`config.mk`:
```
export PLATFORM = sky130hd
export DESIGN_NAME = multi_channel_clock_divider
export DESIGN_NICKNAME = d
export VERILOG_FILES = /design/src/rtl/multi_channel_clock_divider.sv
export SDC_FILE = /design/constraint.sdc
export NUM_CORES = 1
export LEC_CHECK = 0
export CORE_AREA = 10 10 146 148
export CTS_BUF_LIST = sky130_fd_sc_hd__clkbuf_4 sky130_fd_sc_hd__clkbuf_8
export DETAILED_ROUTE_END_ITERATION = 10
export DIE_AREA = 0 0 156 158
export PLACE_DENSITY = 0.73
export SLEW_MARGIN = 30
export SYNTH_ARGS = -nofsm -noshare
export SYNTH_HDL_FRONTEND = slang
export SYNTH_SLANG_ARGS = --single-unit
export TNS_END_PERCENT = 10
```
`constraint.sdc`:
```
create_clock -name clk_i -period 11.8 [get_ports clk_i]
set_input_delay 1.18 -clock clk_i [delete_from_list [all_inputs] [get_ports clk_i]]
set_output_delay 1.18 -clock clk_i [all_outputs]
set_load 0.01 [all_outputs]
```
`src/rtl/multi_channel_clock_divider.sv`:
```
// NUM_CH independent programmable clock-enable dividers, each with a 50% square wave and a tick strobe.
// Define CLKDIV_DEFERRED_LOAD_EN to hold divisor writes in a shadow register until the channel wraps.
module multi_channel_clock_divider #(
  parameter int                      NUM_CH   = 2,
  parameter int                      CNT_W    = 25,
  parameter logic [NUM_CH*CNT_W-1:0] DIV_INIT = {25'd25000000, 25'd25000}
) (
  input  logic              clk_i,
  input  logic              rst_i,
  input  logic [NUM_CH-1:0] en_i,
  input  logic              sync_clr_i,
  input  logic              div_wr_i,
  input  logic [2:0]        div_ch_i,
  input  logic [CNT_W-1:0]  div_data_i,
  output logic              div_err_o,
  output logic [NUM_CH-1:0] clk_out_o,
  output logic [NUM_CH-1:0] tick_o
);

  localparam logic [3:0]       NUM_CH_W = 4'(NUM_CH);
  localparam logic [CNT_W-1:0] MIN_DIV  = CNT_W'(2);

  logic [CNT_W-1:0]  cnt_q [NUM_CH];
  logic [CNT_W-1:0]  cnt_d [NUM_CH];
  logic [CNT_W-1:0]  div_q [NUM_CH];
  logic [CNT_W-1:0]  div_d [NUM_CH];
  logic [NUM_CH-1:0] clk_q, clk_d;
  logic [NUM_CH-1:0] tick_q, tick_d;
  logic              err_q, err_d;

  logic [CNT_W-1:0]  clampData, cntInc, halfDiv;
  logic              chInRange, wrValid, wrHit, wrapHit;

`ifdef CLKDIV_DEFERRED_LOAD_EN
  logic [CNT_W-1:0]  shadow_q [NUM_CH];
  logic [CNT_W-1:0]  shadow_d [NUM_CH];
  logic [NUM_CH-1:0] pend_q, pend_d;
  logic [CNT_W-1:0]  loadDiv;
`endif

  always_comb begin
    clampData = (div_data_i < MIN_DIV) ? MIN_DIV : div_data_i;
    chInRange = ({1'b0, div_ch_i} < NUM_CH_W);
    wrValid   = div_wr_i && chInRange;
    err_d     = div_wr_i && !chInRange;
    wrHit     = 1'b0;
    wrapHit   = 1'b0;
    cntInc    = '0;
    halfDiv   = '0;
    clk_d     = clk_q;
    tick_d    = '0;
`ifdef CLKDIV_DEFERRED_LOAD_EN
    pend_d    = pend_q;
    loadDiv   = '0;
`endif
    for (int i = 0; i < NUM_CH; i++) begin
      cnt_d[i] = cnt_q[i];
      div_d[i] = div_q[i];
      wrHit    = wrValid && (div_ch_i == 3'(i));
      wrapHit  = en_i[i] && (cnt_q[i] == div_q[i] - CNT_W'(1));
      cntInc   = cnt_q[i] + CNT_W'(1);
      // ceil(div/2) without needing an extra carry bit
      halfDiv  = div_q[i] - (div_q[i] >> 1);
`ifdef CLKDIV_DEFERRED_LOAD_EN
      shadow_d[i] = shadow_q[i];
      // A write landing on a restart edge is taken directly instead of being parked
      loadDiv = wrHit ? clampData : (pend_q[i] ? shadow_q[i] : div_q[i]);
      if (sync_clr_i || wrapHit) begin
        cnt_d[i]  = '0;
        clk_d[i]  = 1'b0;
        tick_d[i] = !sync_clr_i;
        div_d[i]  = loadDiv;
        pend_d[i] = 1'b0;
      end else begin
        if (wrHit) begin
          shadow_d[i] = clampData;
          pend_d[i]   = 1'b1;
        end
        if (en_i[i]) begin
          cnt_d[i] = cntInc;
          clk_d[i] = (cntInc >= halfDiv);
        end
      end
`else
      if (sync_clr_i) begin
        cnt_d[i] = '0;
        clk_d[i] = 1'b0;
        if (wrHit) div_d[i] = clampData;
      end else if (wrHit) begin
        cnt_d[i] = '0;
        clk_d[i] = 1'b0;
        div_d[i] = clampData;
      end else if (wrapHit) begin
        cnt_d[i]  = '0;
        clk_d[i]  = 1'b0;
        tick_d[i] = 1'b1;
      end else if (en_i[i]) begin
        cnt_d[i] = cntInc;
        clk_d[i] = (cntInc >= halfDiv);
      end
`endif
    end
  end

  always_ff @(posedge clk_i) begin
    if (rst_i) begin
      for (int i = 0; i < NUM_CH; i++) begin
        cnt_q[i] <= '0;
        div_q[i] <= DIV_INIT[i*CNT_W +: CNT_W];
`ifdef CLKDIV_DEFERRED_LOAD_EN
        shadow_q[i] <= DIV_INIT[i*CNT_W +: CNT_W];
`endif
      end
      clk_q  <= '0;
      tick_q <= '0;
      err_q  <= 1'b0;
`ifdef CLKDIV_DEFERRED_LOAD_EN
      pend_q <= '0;
`endif
    end else begin
      for (int i = 0; i < NUM_CH; i++) begin
        cnt_q[i] <= cnt_d[i];
        div_q[i] <= div_d[i];
`ifdef CLKDIV_DEFERRED_LOAD_EN
        shadow_q[i] <= shadow_d[i];
`endif
      end
      clk_q  <= clk_d;
      tick_q <= tick_d;
      err_q  <= err_d;
`ifdef CLKDIV_DEFERRED_LOAD_EN
      pend_q <= pend_d;
`endif
    end
  end

  assign clk_out_o = clk_q;
  assign tick_o    = tick_q;
  assign div_err_o = err_q;

endmodule

```
==> out/metrics.csv, run 1 <==
stage;metric;value;unit
sta;Hold Vio Cnt, Final;0;
global_route;vias in the first global route;8339;
sta;max_slew headroom;39.8;%
sta;total negative slack;0;ps
floorplanning;initial core utilization;55.0;%
flow_run;Max Cap Viol;0;
power_and_ir_drop;clock share of power;29.8;%
routing;DR iter-0 viols;409;
routing;final wirelength;23400;um
sta;Clock Skew;10.9;ps
sta;unrepaired setup endpoints after global routing;false;
clock_tree;CTS tree;done;
worst_setup_path;crit end category;flip-flop;
routing;Via density;5.47;
worst_setup_path;CP Data Arrival Time;5050;ps
min_path;worst hold path type;reg -> reg;
place;DP HPWL;18700;um
yosys;multiplexer share of the synthesized area;0.394;%
floorplanning;core area;18500;um2
power_and_ir_drop;Flop pwr share;46.5;%
yosys;syn_nets;1509;
global_route;GRT Total Usage;19.4;%
yosys;asr flop ratio synth;0;%
finish;fillers;1715;
yosys;Seq/Total Area, Yosys;20.7;%
finish;fin nets;1507;
clock_tree;Root Buffer;clkbuf_8;
worst_setup_path;CP max FO;4;
sta;maximum clock frequency;0.212;GHz
place;gpl congestion;0.885;
place;Port Buf Inserts;38;
yosys;main flop type after synthesis;dfxtp_1;
global_route;initial antenna violation count;0;
power_and_ir_drop;Gate power share;23.8;%
yosys;simple-gate share of the synthesized area;22.3;%
finish;Multi-input gate area;7530;um2
finish;area delta synth->final;6.90;%
yosys;Mapped Cells;1319;
global_route;largest net degree at the start of global routing;55;
clock_tree;clock slew at reported path FFs;110;ps
routing;post-DR wirelength/cell;15.0;um
floorplanning;# IOs;39;
routing;Residual DRC;0;
clock_tree;PostCTS Resize Cnt;0;
routing;Final ANT Viol Nets;0;
yosys;Compound-Gate Fraction of Synth Area;13.4;%
finish;Post-Layout Cell Count;1556;
power_and_ir_drop;Switch Pwr;0.251;mW
clock_tree;Post-CTS Setup Bufs;0;
clock_tree;Max Root-Sink Buffers;2;
floorplanning;die area;24600;um2
yosys;#FFs+latches synth;105;
yosys;largest family of logic cells by synthesized area;simple AND/OR/NAND/NOR gates;
power_and_ir_drop;Power per Cell Area;72.6;nW/um2
yosys;number of synthesized flops with an enable pin;0;
floorplanning;Site Rows;50;
power_and_ir_drop;Tot Pwr;0.788;mW
status;status;complete, no violations;
yosys;post-synthesis cell type count;62;
yosys;Yosys warnings;0;
clock_tree;post-cts hold buffer count;0;
sta;Final Slew Violations;0;
sta;final worst-path cycle share;40.0;%
clock_tree;clock sink total;105;
floorplanning;die width;156;um
clock_tree;later-pin clock latency in the skew report;400;ps
floorplanning;Die H;158;um
clock_tree;total CTS buffers;9;
sta;Final WS setup;7080;ps
global_route;global route overflow;0;
global_route;first-pass GRT wire length;39400;um
yosys;Synth Area in XOR/XNOR;18.5;%
worst_setup_path;Setup CP Type;reg -> reg;
yosys;syn avg cell area;7.70;um2
clock_tree;H-Tree Depth;3;
power_and_ir_drop;P_int;0.538;mW
power_and_ir_drop;Static Leak;4.59;nW
yosys;mapped cell area;10200;um2
sta;Final min period;4720;ps
sta;Worst Tran Pin Value;895;ps
place;Setup WS pre-CTS;7200;ps
routing;drt pass-1 iters;6;
power_and_ir_drop;sw frac;31.8;%
place;placed insts;1540;
yosys;adder-cell share of the synthesized area;19.4;%
sta;final setup vio count;0;
finish;share of layout cells above drive strength 1;2.72;%
routing;routed vias;8506;
worst_setup_path;CP startpoint kind;flip-flop;
worst_setup_path;worst endpoint required time;12130;ps
power_and_ir_drop;Worst VDD drop;0.0000564;V
finish;ANT cells;0;
finish;Storage cell area;2100;um2
-- area by class of cell --
cell class / count / share of cell area [%]
Clock buffer: 11 / 1.39
Clock inverter: 5 / 0.415
Inverter: 86 / 2.97
Multi-Input combinational cell: 1072 / 69.3
Sequential cell: 105 / 19.4
Tap cell: 234 / 2.70
Timing Repair Buffer: 43 / 3.80
-- sequential cells by signal (all words and copies together) (netlist names) --
register / cells
cnt_q: 50
clk_out_o: 2
tick_o: 2
div_err_o: 1
div_q: 50
-- worst max-delay path, cell delays in order (launching register included) --
cell and delay (ps):
dfxtp_1 420, inv_1 110, ha_1 350, inv_1 80, a221oi_1 370, a211oi_1 150
a311oi_1 610, o221ai_1 280, o41ai_1 520, o311ai_0 240, ha_1 330, nand2_1 60
or3_1 430, nor3_1 270, a211oi_1 130, o221ai_1 120, o22ai_1 120, nor2_1 90
-- final timing paths --
path	startpoint	end	slack, ps	depth (start not counted)
setup / recovery	div_q[0][30]	clk_out_o[1]	7080	17
hold / removal	div_q[0][35]	div_q[0][35]	510	2
setup reg to reg	div_q[0][30]	clk_out_o[1]	7080	17
hold reg to reg	div_q[0][35]	div_q[0][35]	510	2
-- cell usage after synthesis, drive strengths merged, types with 19 or more instances --
cell type / instances / area share, %
nor3: 30 / 1.5
dfxtp: 105 / 21
o21ai: 21 / 1.0
a21oi: 86 / 4.3
xnor2: 123 / 11
nand4: 23 / 1.4
nor2: 144 / 5.3
nand2: 160 / 5.9
nand3: 39 / 1.9
clkbuf: 45 / 1.7
xor2: 92 / 7.9
nor4: 19 / 1.2
ha: 154 / 19
inv: 86 / 3.2
-- logic make-up (layout without fill, tap and decap cells) --
family                     Yosys count  count (layout)
and+or+nand+nor                    490             490
xor gates and xnor gates           215             215
AOI/OAI and AO/OA                  207             207
adders and majority gates          156             156
buffers and inverters              142             145
DFF                                105             105
muxes                                4               4
-- per-layer routing --
layer  up-vias  routed length, um  GRT usage (%)  share of wire, %
li1       4454                  -              -                 -
met1      3866              10900           23.8                47
met2       142              10900           33.5                47
met3        44                764           2.99               3.3
met4         0                813           7.69               3.5
met5         -                  0              0                 0
-- power groups by stage --
stage	combinational [mW]	sequential, mW	clock [mW]
finish	0.187	0.367	0.235
global route	0.209	0.368	0.259
CTS	0.187	0.367	0.244
detailed placement	0.185	0.375	0
global placement	0.182	0.374	0
floorplan	0.139	0.373	0
-- through the flow --
step,cell area (um2),hold WS (ps),util [%]
floorplan,10200,472,-
global placement,10600,493,57.7
detailed placement,10700,496,57.7
CTS,10900,513,58.8
global route,10900,541,58.8
finish,10900,510,58.8
-- cells in the final DEF (no fill, tap or decap), drive strengths merged, types with 13 or more instances in the layout --
| cell | n |
|---|---|
| nand2 | 160 |
| ha | 154 |
| nor2 | 144 |
| xnor2 | 123 |
| dfxtp | 105 |
| xor2 | 92 |
| inv | 89 |
| a21oi | 86 |
| nand3 | 39 |
| clkdlybuf4s50 | 37 |
| nor3 | 30 |
| nand4 | 23 |
| o21ai | 21 |
| nor4 | 19 |
| and3 | 14 |
| nand3b | 14 |
| a21o | 13 |
No activity file was read; power rests on OpenSTA's default activity.
==> run 2, diff against run 1 <==
clock period = 4.45 ns   (was 11.8 ns; I/O delays follow)
==> run 2 against run 1 <==
  * Clock power rose to 2.6 times the previous value
  * Non-clock buffer count increased by 17
  * Routed wire length is 3.0% higher
  * Flip-flop and latch count is the same
  * First-iteration DRC count increased by 38%
  * Fmax is 11% higher
  * Largest power group unchanged
  * Highest routed layer unchanged
==> out/metrics.csv, run 2 (synthesis results as in run 1) <==
stage;metric;value;unit;change
global_route;largest net degree at the start of global routing;54;;-1.8%
finish;ANT cells;0;;unchanged
floorplanning;Site Rows;50;;unchanged
floorplanning;die width;156;um;unchanged
floorplanning;die area;24600;um2;unchanged
worst_setup_path;CP startpoint kind;flip-flop;;
min_path;Min-Delay Startpoint;div_q[0][30];;
power_and_ir_drop;Tot Pwr;2.10;mW;+170%
finish;commonest non-fill, non-tap cells in the layout;160 x nand2_1, 152 x ha_1, 143 x nor2_1;;
routing;Via density;5.52;;+0.98%
routing;Residual DRC;0;;unchanged
clock_tree;total CTS buffers;9;;unchanged
finish;biggest regs;cnt_q (50), div_q (50);;
floorplanning;core area;18500;um2;unchanged
worst_setup_path;RR Startpoint;div_q[0][29];;
clock_tree;clock sink total;105;;unchanged
finish;fin nets;1524;;+1.1%
global_route;GRT Total Usage;19.7;%;+0.25 points
clock_tree;clock slew at reported path FFs;120;ps;about the same
routing;DR iter-0 viols;566;;+38%
status;status;complete, no violations;;
routing;routed vias;8683;;+2.1%
worst_setup_path;CP Data Arrival Time;4610;ps;-440 ps
place;gpl congestion;0.904;;+2.1%
clock_tree;Max Root-Sink Buffers;2;;unchanged
worst_setup_path;worst endpoint required time;4800;ps;-7330 ps
clock_tree;H-Tree Depth;3;;unchanged
sta;final setup vio count;0;;unchanged
floorplanning;initial core utilization;55.0;%;unchanged
clock_tree;Root Buffer;clkbuf_8;;
routing;final wirelength;24100;um;+3.0%
finish;area delta synth->final;8.68;%;
clock_tree;later-pin clock latency in the skew report;400;ps;about the same
routing;post-DR wirelength/cell;15.3;um;+1.9%
min_path;worst hold path type;reg -> reg;;
finish;post-route cell area;11000;um2;+1.7%
finish;share of layout cells above drive strength 1;4.93;%;+2.2 points
sta;unrepaired setup endpoints after global routing;true;;
sta;Worst Tran Pin Value;879;ps;-15.7 ps
worst_setup_path;CP max FO;4;;unchanged
place;Setup WS pre-CTS;22.2;ps;-7170 ps
worst_setup_path;crit end category;flip-flop;;
floorplanning;# IOs;39;;unchanged
sta;Final Slew Violations;0;;unchanged
global_route;initial antenna violation count;0;;unchanged
power_and_ir_drop;Power per Cell Area;191;nW/um2;+160%
global_route;vias in the first global route;8338;;-0.012%
sta;hold slack;499;ps;-11.5 ps
clock_tree;CTS tree;done;;
place;Port Buf Inserts;38;;unchanged
sta;Clock Skew;15.3;ps;+4.42 ps
floorplanning;Die H;158;um;unchanged
power_and_ir_drop;Static Leak;4.67;nW;+1.7%
sta;Final WS setup;188;ps;-6890 ps
sta;max_slew headroom;41.4;%;+1.6 points
flow_run;Max Cap Viol;0;;unchanged
power_and_ir_drop;Worst VDD drop;0.000135;V;+140%
sta;maximum clock frequency;0.235;GHz;+11%
sta;total negative slack;0;ps;unchanged
routing;Final ANT Viol Nets;0;;unchanged
global_route;global route overflow;0;;unchanged
sta;final worst-path cycle share;95.8;%;+56 points
place;placed inst area;10800;um2;+0.96%
sta;Final min period;4260;ps;-457 ps
place;DP HPWL;19300;um;+3.2%
worst_setup_path;Crit. Startpoint;div_q[0][29];;
sta;Hold Vio Cnt, Final;0;;unchanged
global_route;first-pass GRT wire length;40100;um;+1.8%
finish;commonest non-fill, non-tap cell in the layout;nand2_1;;
routing;drt pass-1 iters;5;;-1
clock_tree;post-cts hold buffer count;0;;unchanged
worst_setup_path;Setup CP Type;reg -> reg;;
[run 2: cell type report]
class / instances / area [um2]
clock buffer: 10 / 138
clock inverter: 6 / 50.0
fill: 1714 / 7420
inverter: 86 / 323
multi-input combinational: 1072 / 7580
sequential: 105 / 2110
tap: 234 / 293
timing repair buffer: 60 / 541
[run 2: metal layers]
metal	global-route usage, %	wire length, um	vias up
met2	34.6	11700	150
met5	0	0	-
met3	3.01	890	35
met1	24.0	10900	4004
met4	6.52	635	0
li1	-	-	4494
[run 2: final timing paths]
path | endpoint | slack (ps) | cells after the start
max reg2reg | clk_out_o[1] | 190 | 19
min reg2reg | div_q[0][30] | 500 | 2
min | div_q[0][30] | 500 | 2
max | clk_out_o[1] | 190 | 19
[run 2: through the flow]
step / std cells / utilization [%]
floorplan: 1319 / -
global placement: 1555 / 58.3
detailed placement: 1555 / 58.3
CTS: 1571 / 59.3
global route: 1573 / 59.8
finish: 1573 / 59.8
[run 2: power by group]
group	internal [mW]	switching (mW)	total, mW
Combinational	0.242	0.282	0.524
Sequential	0.954	0.0167	0.971
Clock	0.225	0.384	0.610
Total	1.42	0.683	2.10
[run 2: timing repair]
action                                  in CTS  in global routing
gates resized for setup                      0                 15
setup buffers                                0                  2
hold endpoints to repair                     0                  0
endpoints found under the setup margin       0                  2
[run 2: critical path, cell delays in order (launching register included)]
cell      delay, ps
dfxtp_1         420
inv_1           110
ha_1            360
inv_1            70
a21oi_1         150
o221ai_1        180
o21ba_2         290
a311o_1         400
a311oi_2        370
o21ai_0         140
a21oi_1         190
xnor2_1          90
ha_1            300
nand4_1          90
or3_1           410
nor3_2          220
a211oi_1        100
o221ai_1        110
o22ai_1         120
nor2_1          100
==> run 3, diff against run 2 <==
CORE_AREA = 10 10 137 139   (was 10 10 146 148)
DIE_AREA = 0 0 147 149   (was 0 0 156 158)
MAX_ROUTING_LAYER = met4   (was default)
PLACE_DENSITY = 0.83   (was 0.73)
==> run 3 against run 2 <==
  * Power up 1.5%
  * Hold slack worse by 13 ps
  * Via count is 0.24% lower
  * Global-route usage grew 2.1 points
  * Sequential power hardly changed
  * Routed wire length shrank 1.2%
  * Final cell count fell by 1.4%
  * Count of clock-buffer cells in the layout grew 1
  * Register-to-register slack improved by 20 ps
  * Clock power increased by 5.1%
  * Critical endpoint unchanged
==> out/metrics.csv, run 3 (synthesis results as in run 1) <==
stage;metric;value;unit;change
global_route;global route overflow;0;;unchanged
place;Port Buf Inserts;38;;unchanged
routing;post-DR wirelength/cell;15.4;um;+0.19%
sta;total negative slack;0;ps;unchanged
routing;Final ANT Viol Nets;0;;unchanged
sta;max_slew headroom;39.3;%;-2.1 points
sta;hold slack;486;ps;-12.9 ps
routing;routed vias;8662;;-0.24%
sta;Final WS setup;211;ps;+23.3 ps
clock_tree;Root Buffer;clkbuf_8;;
global_route;GRT Total Usage;21.8;%;+2.1 points
worst_setup_path;CP startpoint kind;flip-flop;;
sta;final worst-path cycle share;95.3;%;-0.52 points
clock_tree;CTS tree;done;;
global_route;largest net degree at the start of global routing;55;;+1.9%
floorplanning;core area;16200;um2;-12%
floorplanning;Die H;149;um;-5.7%
sta;Clock Skew;18.1;ps;+2.79 ps
worst_setup_path;worst reg-to-reg setup slack;210;ps;+20 ps
power_and_ir_drop;P_int;1.48;mW;+3.9%
clock_tree;H-Tree Depth;3;;unchanged
power_and_ir_drop;Switch Pwr;0.658;mW;-3.7%
sta;Final Slew Violations;0;;unchanged
routing;Residual DRC;0;;unchanged
finish;commonest non-fill, non-tap cell in the layout;nand2_1;;
worst_setup_path;CP Data Arrival Time;4580;ps;-30 ps
worst_setup_path;RR Startpoint;div_q[0][29];;
floorplanning;die area;21900;um2;-11%
power_and_ir_drop;Worst VDD drop;0.000140;V;+3.3%
finish;fin nets;1516;;-0.52%
finish;ANT cells;0;;unchanged
finish;biggest regs;cnt_q (50), div_q (50);;
routing;Via density;5.58;;+1.2%
place;placed inst area;10700;um2;-0.58%
power_and_ir_drop;clock share of power;30.0;%;+1.0 points
clock_tree;clock slew at reported path FFs;100;ps;-20 ps
finish;Util after Layout;68.1;%;+8.3 points
clock_tree;later-pin clock latency in the skew report;400;ps;about the same
finish;area delta synth->final;8.41;%;
min_path;worst hold path type;reg -> reg;;
sta;maximum clock frequency;0.236;GHz;+0.55%
routing;drt pass-1 iters;5;;unchanged
clock_tree;Post-CTS Setup Bufs;0;;unchanged
floorplanning;initial core utilization;62.8;%;+7.8 points
power_and_ir_drop;Power per Cell Area;194;nW/um2;+1.7%
floorplanning;die width;147;um;-5.8%
place;gpl congestion;0.975;;+7.9%
worst_setup_path;worst endpoint required time;4790;ps;about the same
global_route;initial antenna violation count;0;;unchanged
routing;DR iter-0 viols;520;;-8.1%
finish;post-route cell area;11000;um2;-0.25%
global_route;first-pass GRT wire length;39100;um;-2.6%
worst_setup_path;CP max FO;4;;unchanged
floorplanning;Site Rows;47;;-6.0%
global_route;vias in the first global route;8348;;+0.12%
clock_tree;total CTS buffers;9;;unchanged
finish;share of layout cells above drive strength 1;5.03;%;+0.10 points
place;placed insts;1535;;-1.3%
power_and_ir_drop;Flop pwr share;45.5;%;-0.6 points
finish;commonest non-fill, non-tap cells in the layout;160 x nand2_1, 148 x ha_1, 142 x nor2_1;;
floorplanning;# IOs;39;;unchanged
sta;Hold Vio Cnt, Final;0;;unchanged
place;DP HPWL;18900;um;-2.1%
power_and_ir_drop;Static Leak;4.63;nW;-0.76%
flow_run;Max Cap Viol;0;;unchanged
place;Setup WS pre-CTS;44.1;ps;+21.9 ps
sta;Final min period;4240;ps;-23.3 ps
power_and_ir_drop;Tot Pwr;2.14;mW;+1.5%
power_and_ir_drop;sw frac;30.8;%;-1.6 points
routing;final wirelength;23800;um;-1.2%
status;status;complete, no violations;;
clock_tree;Max Root-Sink Buffers;2;;unchanged
worst_setup_path;Setup CP Type;reg -> reg;;
finish;Post-Layout Cell Count;1551;;-1.4%
power_and_ir_drop;Gate power share;24.4;%;-0.5 points
finish;fillers;1334;;-22%
sta;final setup vio count;0;;unchanged
worst_setup_path;crit end category;flip-flop;;
sta;Worst Tran Pin Value;911;ps;+31.4 ps
min_path;Min-Delay Startpoint;div_q[0][30];;
worst_setup_path;Crit. Startpoint;div_q[0][29];;
clock_tree;clock sink total;105;;unchanged
-- run 3: changes by cell type in the layout (fill, tap and decap cells not counted), moves of 3 or more --
cell     before  now
dfxtp_1     101   98
dfxtp_2       4    7
buf_4        22   14
ha_2          1    4
ha_1        152  148
-- run 3: cell type report --
class	instances	area, um2	share of cell area, %
repair buffers	52	480	4.37
clock inverters	5	62.6	0.568
clock buffers	11	145	1.32
flip-flops and latches	105	2110	19.2
inverters	86	323	2.93
multi-input cells	1072	7610	69.1
well taps	220	275	2.50
-- run 3: timing repair --
action                     in CTS  in global routing
resized for setup               0                 25
hold buffers                    0                  0
setup endpoints to repair       0                  2
-- run 3: path summary, 6_finish.rpt --
check | end | cells after the start
max | clk_out_o[1] | 19
min | div_q[0][30] | 2
max reg2reg | clk_out_o[1] | 19
min reg2reg | div_q[0][30] | 2
-- run 3: power groups by stage --
| stage | Combinational (mW) | Clock [mW] | Sequential, mW |
|---|---|---|---|
| 6_report | 0.522 | 0.641 | 0.972 |
| 5_1_grt | 0.579 | 0.687 | 0.975 |
| 3_3_place_gp | 0.490 | 0 | 0.992 |
| 4_1_cts | 0.508 | 0.655 | 0.972 |
| 2_1_floorplan | 0.368 | 0 | 0.989 |
| 3_5_place_dp | 0.502 | 0 | 0.994 |
-- run 3: worst max-delay path, cell delays in order (launching register included) --
cell	delay, ps
dfxtp_2	380
inv_1	90
ha_1	360
inv_1	80
a21oi_1	230
o221ai_2	170
o21ba_2	270
a311o_1	390
a311oi_2	410
o21ai_0	130
a21oi_1	180
xnor2_1	90
ha_1	300
nand4_1	90
or3_1	410
nor3_2	240
a211oi_1	100
o221ai_1	90
o22ai_1	110
nor2_1	90
-- run 3: routing by layer --
metal	vias up	track usage (%)	share of wire (%)
met3	46	3.28	3.3
met2	168	38.5	49
met1	3976	24.8	45
li1	4472	-	-
met4	0	7.23	2.9
met5	-	-	0
==> edit 1: new RTL, config.mk and constraints of run 2 <==
Register the inputs `div_wr_i`, `div_ch_i` and `div_data_i` before use. The logic sees them one clock later. The other inputs are not delayed to match.
--- a/src/rtl/multi_channel_clock_divider.sv
+++ b/src/rtl/multi_channel_clock_divider.sv
@@ -21,4 +21,14 @@
   localparam logic [CNT_W-1:0] MIN_DIV  = CNT_W'(2);
 
+  logic div_wr_q;
+  logic [2:0] div_ch_q;
+  logic [CNT_W-1:0] div_data_q;
+
+  always_ff @(posedge clk_i) begin
+    div_wr_q   <= div_wr_i;
+    div_ch_q   <= div_ch_i;
+    div_data_q <= div_data_i;
+  end
+
   logic [CNT_W-1:0]  cnt_q [NUM_CH];
   logic [CNT_W-1:0]  cnt_d [NUM_CH];
@@ -40,8 +50,8 @@
 
   always_comb begin
-    clampData = (div_data_i < MIN_DIV) ? MIN_DIV : div_data_i;
-    chInRange = ({1'b0, div_ch_i} < NUM_CH_W);
-    wrValid   = div_wr_i && chInRange;
-    err_d     = div_wr_i && !chInRange;
+    clampData = (div_data_q < MIN_DIV) ? MIN_DIV : div_data_q;
+    chInRange = ({1'b0, div_ch_q} < NUM_CH_W);
+    wrValid   = div_wr_q && chInRange;
+    err_d     = div_wr_q && !chInRange;
     wrHit     = 1'b0;
     wrapHit   = 1'b0;
@@ -57,5 +67,5 @@
       cnt_d[i] = cnt_q[i];
       div_d[i] = div_q[i];
-      wrHit    = wrValid && (div_ch_i == 3'(i));
+      wrHit    = wrValid && (div_ch_q == 3'(i));
       wrapHit  = en_i[i] && (cnt_q[i] == div_q[i] - CNT_W'(1));
       cntInc   = cnt_q[i] + CNT_W'(1);
Behaviour: not the same (a bounded check fails within 4 cycles, from zero or initial values and one cycle with rst_i high).
==> edit 1 against run 2 <==
  * Sequential cell count grew 29
  * Hold slack lost 0.085 ns
  * Wire length grew 5.0%
  * Design area grew 10%
  * Count of clock-buffer cells in the layout grew 9
  * Power grew 37%
  * Global-route usage grew 0.92 points
  * Synthesized area grew 10%
  * Worst setup slack gained 0.17 ns
==> edit 1: results (changes against run 2) <==
| Metric | Value |
|---|---|
| Worst hold path class | `input pin to flop` |
| Clk tree area frac | `3.45% (+1.7 points)` |
| Met2 Wirelength | `12200 µm (+4.0%)` |
| Synth top cells by count | `nand2_1, ha_1, dfxtp_1, nor2_1, xnor2_1` |
| M1 GR Usage | `26.1% (+2.1 points)` |
| Signal buffers | `48 (-20%)` |
| GR Util met3 | `2.69% (-0.33 points)` |
| M1 WL | `11900 µm (+9.9%)` |
| Post-DP HPWL | `20000 µm (+3.5%)` |
| Leak | `5.26 nW (+13%)` |
| Library cells used by synthesis | `75 (+21%)` |
| Status | `finished, final reports clean` |
| Worst-path clk slew | `0.09 ns (-0.03 ns)` |
| Number of global-route vias before repair | `8637 (+3.6%)` |
| Pwr dens | `237 nW/µm² (+24%)` |
| Routed wl met3 | `713 µm (-20%)` |
| Finished Layout Cells | `1657 (+5.3%)` |
| Post-Route WL | `25300 µm (+5.0%)` |
| Worst Hold End | `div_data_q[0]$_DFF_P_` |
| CTS Sinks | `134 (+28%)` |
| Design area | `12200 µm² (+10%)` |
| Sequential element share of the synthesized area | `23.9% (+3.2 points)` |
| Clock skew | `0.0201 ns (+0.00480 ns)` |
| Critical path launch point | `div_q[0][0]$_SDFFE_PP0P_` |
| Logic inverters | `102 (+19%)` |
| GPL Wtd Cong | `0.892 (-1.3%)` |
| CTS max path bufs | `2 (unchanged)` |
| Max FO, Critical Path | `7 (+3)` |
| Top flop regs | `cnt_q x50, div_q x50, div_data_q x25` |
| Fillers | `1609 (-6.1%)` |
| Count of multi-input gates | `1107 (+3.3%)` |
| Worst R2R Setup Slack | `0.36 ns (+0.17 ns)` |
| Max-Slew Margin vs Limit | `39.8% (-1.6 points)` |
| YS warnings | `0 (unchanged)` |
| Setup WS pre-CTS | `0.0839 ns (+0.0617 ns)` |
| Comb pwr | `0.000519 W (-1%)` |
| Clock latency on the worst-skew pair | `0.46 ns (+0.06 ns)` |
| Pin count of the biggest net entering global routing | `55 (+1.9%)` |
| Multi-input gate share of total cell area | `65.2% (-3.5 points)` |
| Non-clock buffer share | `3.71% (-1.2 points)` |
| Post-synthesis cell count | `1401 (+6.2%)` |
| First-pass GRT wire length | `41700 µm (+3.9%)` |
| H-Tree Depth | `4 (+1)` |
| Hold slack | `0.415 ns (-0.0845 ns)` |
| Worst Hold Path Cells | `1 (-1)` |
| Top cells by area, synth | `dfxtp_1, ha_1, xnor2_1` |
| Critical Path AT | `4.46 ns (-0.15 ns)` |
| Async SR Flop Fraction | `0% (unchanged)` |
| CP endpoint | `clk_out_o[0]$_SDFFE_PP0P_` |
| Via/cell ratio | `5.54 (+0.34%)` |
| Initial DRC Count | `444 (-22%)` |
| Flop+latch power | `0.00126 W (+30%)` |
| Total CTS buffers | `17 (+8)` |
| Placed cell count | `1625 (+4.5%)` |
| GR Util All Layers | `20.6% (+0.92 points)` |
| Hold_sp | `div_data_i[0]` |
| Post-route clock period utilization | `91.9% (-3.8 points)` |
| Grt met2 use | `35.7% (+1.1 points)` |
| CLK BUF | `19 (+9)` |
| Setup violators final | `0 (unchanged)` |
-- edit 1: cell families (layout without fill, tap and decap cells) --
family / after synthesis / count (layout) / share of synthesized area (%)
flops: 134 / 134 / 23.9
mux: 8 / 8 / 0.714
xor+xnor: 213 / 213 / 16.8
buf+inv: 160 / 182 / 5.64
simple gates: 519 / 519 / 22.5
compound gates: 211 / 211 / 12.9
fa+ha+maj: 156 / 156 / 17.5
-- edit 1: critical path, stage by stage (launching register included) --
cell       delay, ns
dfxtp_2         0.39
inv_1           0.08
ha_1            0.23
fa_1            0.40
nor2_1          0.15
o311ai_1        0.14
a311oi_1        0.34
nand3_1         0.13
nand2_2         0.13
o211ai_1        0.17
a2111oi_2       0.37
and4b_1         0.23
ha_1            0.28
a21o_1          0.11
a21oi_1         0.07
nand2_1         0.06
a21oi_1         0.03
nand3b_1        0.16
a31o_2          0.24
a311oi_1        0.26
==> edit 2: new RTL, settings of run 2 <==
Without the edit above. The output `tick_o` loses its register stage (`tick_q` becomes a continuous assignment).
--- a/src/rtl/multi_channel_clock_divider.sv
+++ b/src/rtl/multi_channel_clock_divider.sv
@@ -113,5 +113,4 @@
       end
       clk_q  <= '0;
-      tick_q <= '0;
       err_q  <= 1'b0;
 `ifdef CLKDIV_DEFERRED_LOAD_EN
@@ -127,5 +126,4 @@
       end
       clk_q  <= clk_d;
-      tick_q <= tick_d;
       err_q  <= err_d;
 `ifdef CLKDIV_DEFERRED_LOAD_EN
@@ -135,4 +133,6 @@
   end
 
+  assign tick_q = tick_d;
+
   assign clk_out_o = clk_q;
   assign tick_o    = tick_q;
Behaviour: not the same (Yosys sat finds a counterexample within 4 cycles, from zero or initial values and one cycle with rst_i high).
==> edit 2 against run 2 <==
  * Wire length fell by 1.7%
  * Combinational power fell by 1%
  * Maximum frequency rose by 0.58%
  * Sequential cell count fell by 2
  * Design area rose by 2.6%
  * Synthesized area rose by 4.4%
  * Non-clock buffer count fell by 11
  * Worst setup slack improved by 0.025 ns
  * Power fell by 2.0%
  * Critical endpoint is now tick_o[1]
  * Largest cell class unchanged
==> edit 2: results (changes against run 2) <==
| Metric | Value |
|---|---|
| Status | `finished, final reports clean` |
| Pin count of the biggest net entering global routing | `38 (-30%)` |
| M1 GR Usage | `26.6% (+2.6 points)` |
| Critical path launch point | `div_q[0][26]$_SDFFE_PP0P_` |
| Worst-path clk slew | `0.09 ns (-0.03 ns)` |
| Wire per inst | `14.9 µm (-3.0%)` |
| Clock skew | `0.00753 ns (-0.00780 ns)` |
| GPL Wtd Cong | `0.876 (-3.0%)` |
| Worst Tran Pin Value | `0.989 ns (+0.110 ns)` |
| Synth top cells by count | `ha_1, nand2_1, nor2_1, xnor2_1, dfxtp_1` |
| Setup WS pre-CTS | `0.0320 ns (+0.00986 ns)` |
| Clock latency on the worst-skew pair | `0.38 ns (-0.02 ns)` |
| Max incr delay on CP | `0.60 ns (+0.18 ns)` |
| Leak | `4.93 nW (+5.7%)` |
| Synth Area in XOR/XNOR | `18.0% (-0.57 points)` |
| Worst hold path class | `input pin to flop` |
| GR Util All Layers | `19.5% (-0.18 points)` |
| Crit path capture type | `output port` |
| Fillers | `1680 (-2.0%)` |
| Library cells used by synthesis | `80 (+29%)` |
| Routed wl met3 | `1010 µm (+13%)` |
| Critical Path AT | `3.79 ns (-0.82 ns)` |
| M1 WL | `11700 µm (+8.1%)` |
| Layout cell share with drive strength beyond 1 | `4.70% (-0.23 points)` |
| CP endpoint | `tick_o[1]` |
| Final nets | `1559 (+2.3%)` |
| Initial DRC Count | `500 (-12%)` |
| Met2 Wirelength | `10600 µm (-9.7%)` |
| Mux cell area share after synthesis | `0.684% (+0.29 points)` |
| Post-route clock period utilization | `95.2% (-0.55 points)` |
## edit 2: stage by stage
stage	cells	area, µm²	util [%]
floorplan	1348	10600	-
global placement	1578	11100	60.0
detailed placement	1578	11100	60.0
CTS	1593	11300	61.0
global route	1595	11300	61.4
finish	1595	11300	61.4
## edit 2: repair_timing
action                     4_1_cts  5_1_grt
setup endpoints to repair        0        3
buffers inserted                 0        2
gates resized for setup          0       12
## edit 2: power by group
group          internal, W  total, W  switching, W
clock             0.000267  0.000592      0.000325
combinational     0.000234  0.000517      0.000284
sequential        0.000936  0.000954     0.0000187
## edit 2: critical path: cells and delay by family (launching register included)
kind | cells | cell delay, ns
adders and majority gates | 1 | 0.23
AOI/OAI and AO/OA | 4 | 0.89
buffers and inverters | 2 | 0.73
DFF | 1 | 0.40
muxes | 1 | 0.29
and+or+nand+nor | 3 | 0.88
## edit 2: worst min-delay path by stage
stage	startpoint	to	depth (start not counted)
3_5_place_dp	clk_out_o[0]$_SDFFE_PP0P_	clk_out_o[0]$_SDFFE_PP0P_	2
2_1_floorplan	div_q[0][10]$_SDFFE_PP0P_	div_q[0][10]$_SDFFE_PP0P_	2
4_1_cts	rst_i	div_q[0][0]$_SDFFE_PP0P_	2
3_3_place_gp	clk_out_o[0]$_SDFFE_PP0P_	clk_out_o[0]$_SDFFE_PP0P_	2
6_report	rst_i	div_q[0][0]$_SDFFE_PP0P_	2
5_1_grt	rst_i	div_q[0][2]$_SDFFE_PP0P_	2
## edit 2: area by class of cell
cell class | instances | area, µm² | share of cell area (%)
Clock buffer | 15 | 188 | 1.66
Inverter | 98 | 368 | 3.25
Multi-Input combinational cell | 1096 | 7950 | 70.2
Sequential cell | 103 | 2060 | 18.2
Tap cell | 234 | 293 | 2.59
Timing Repair Buffer | 49 | 460 | 4.07
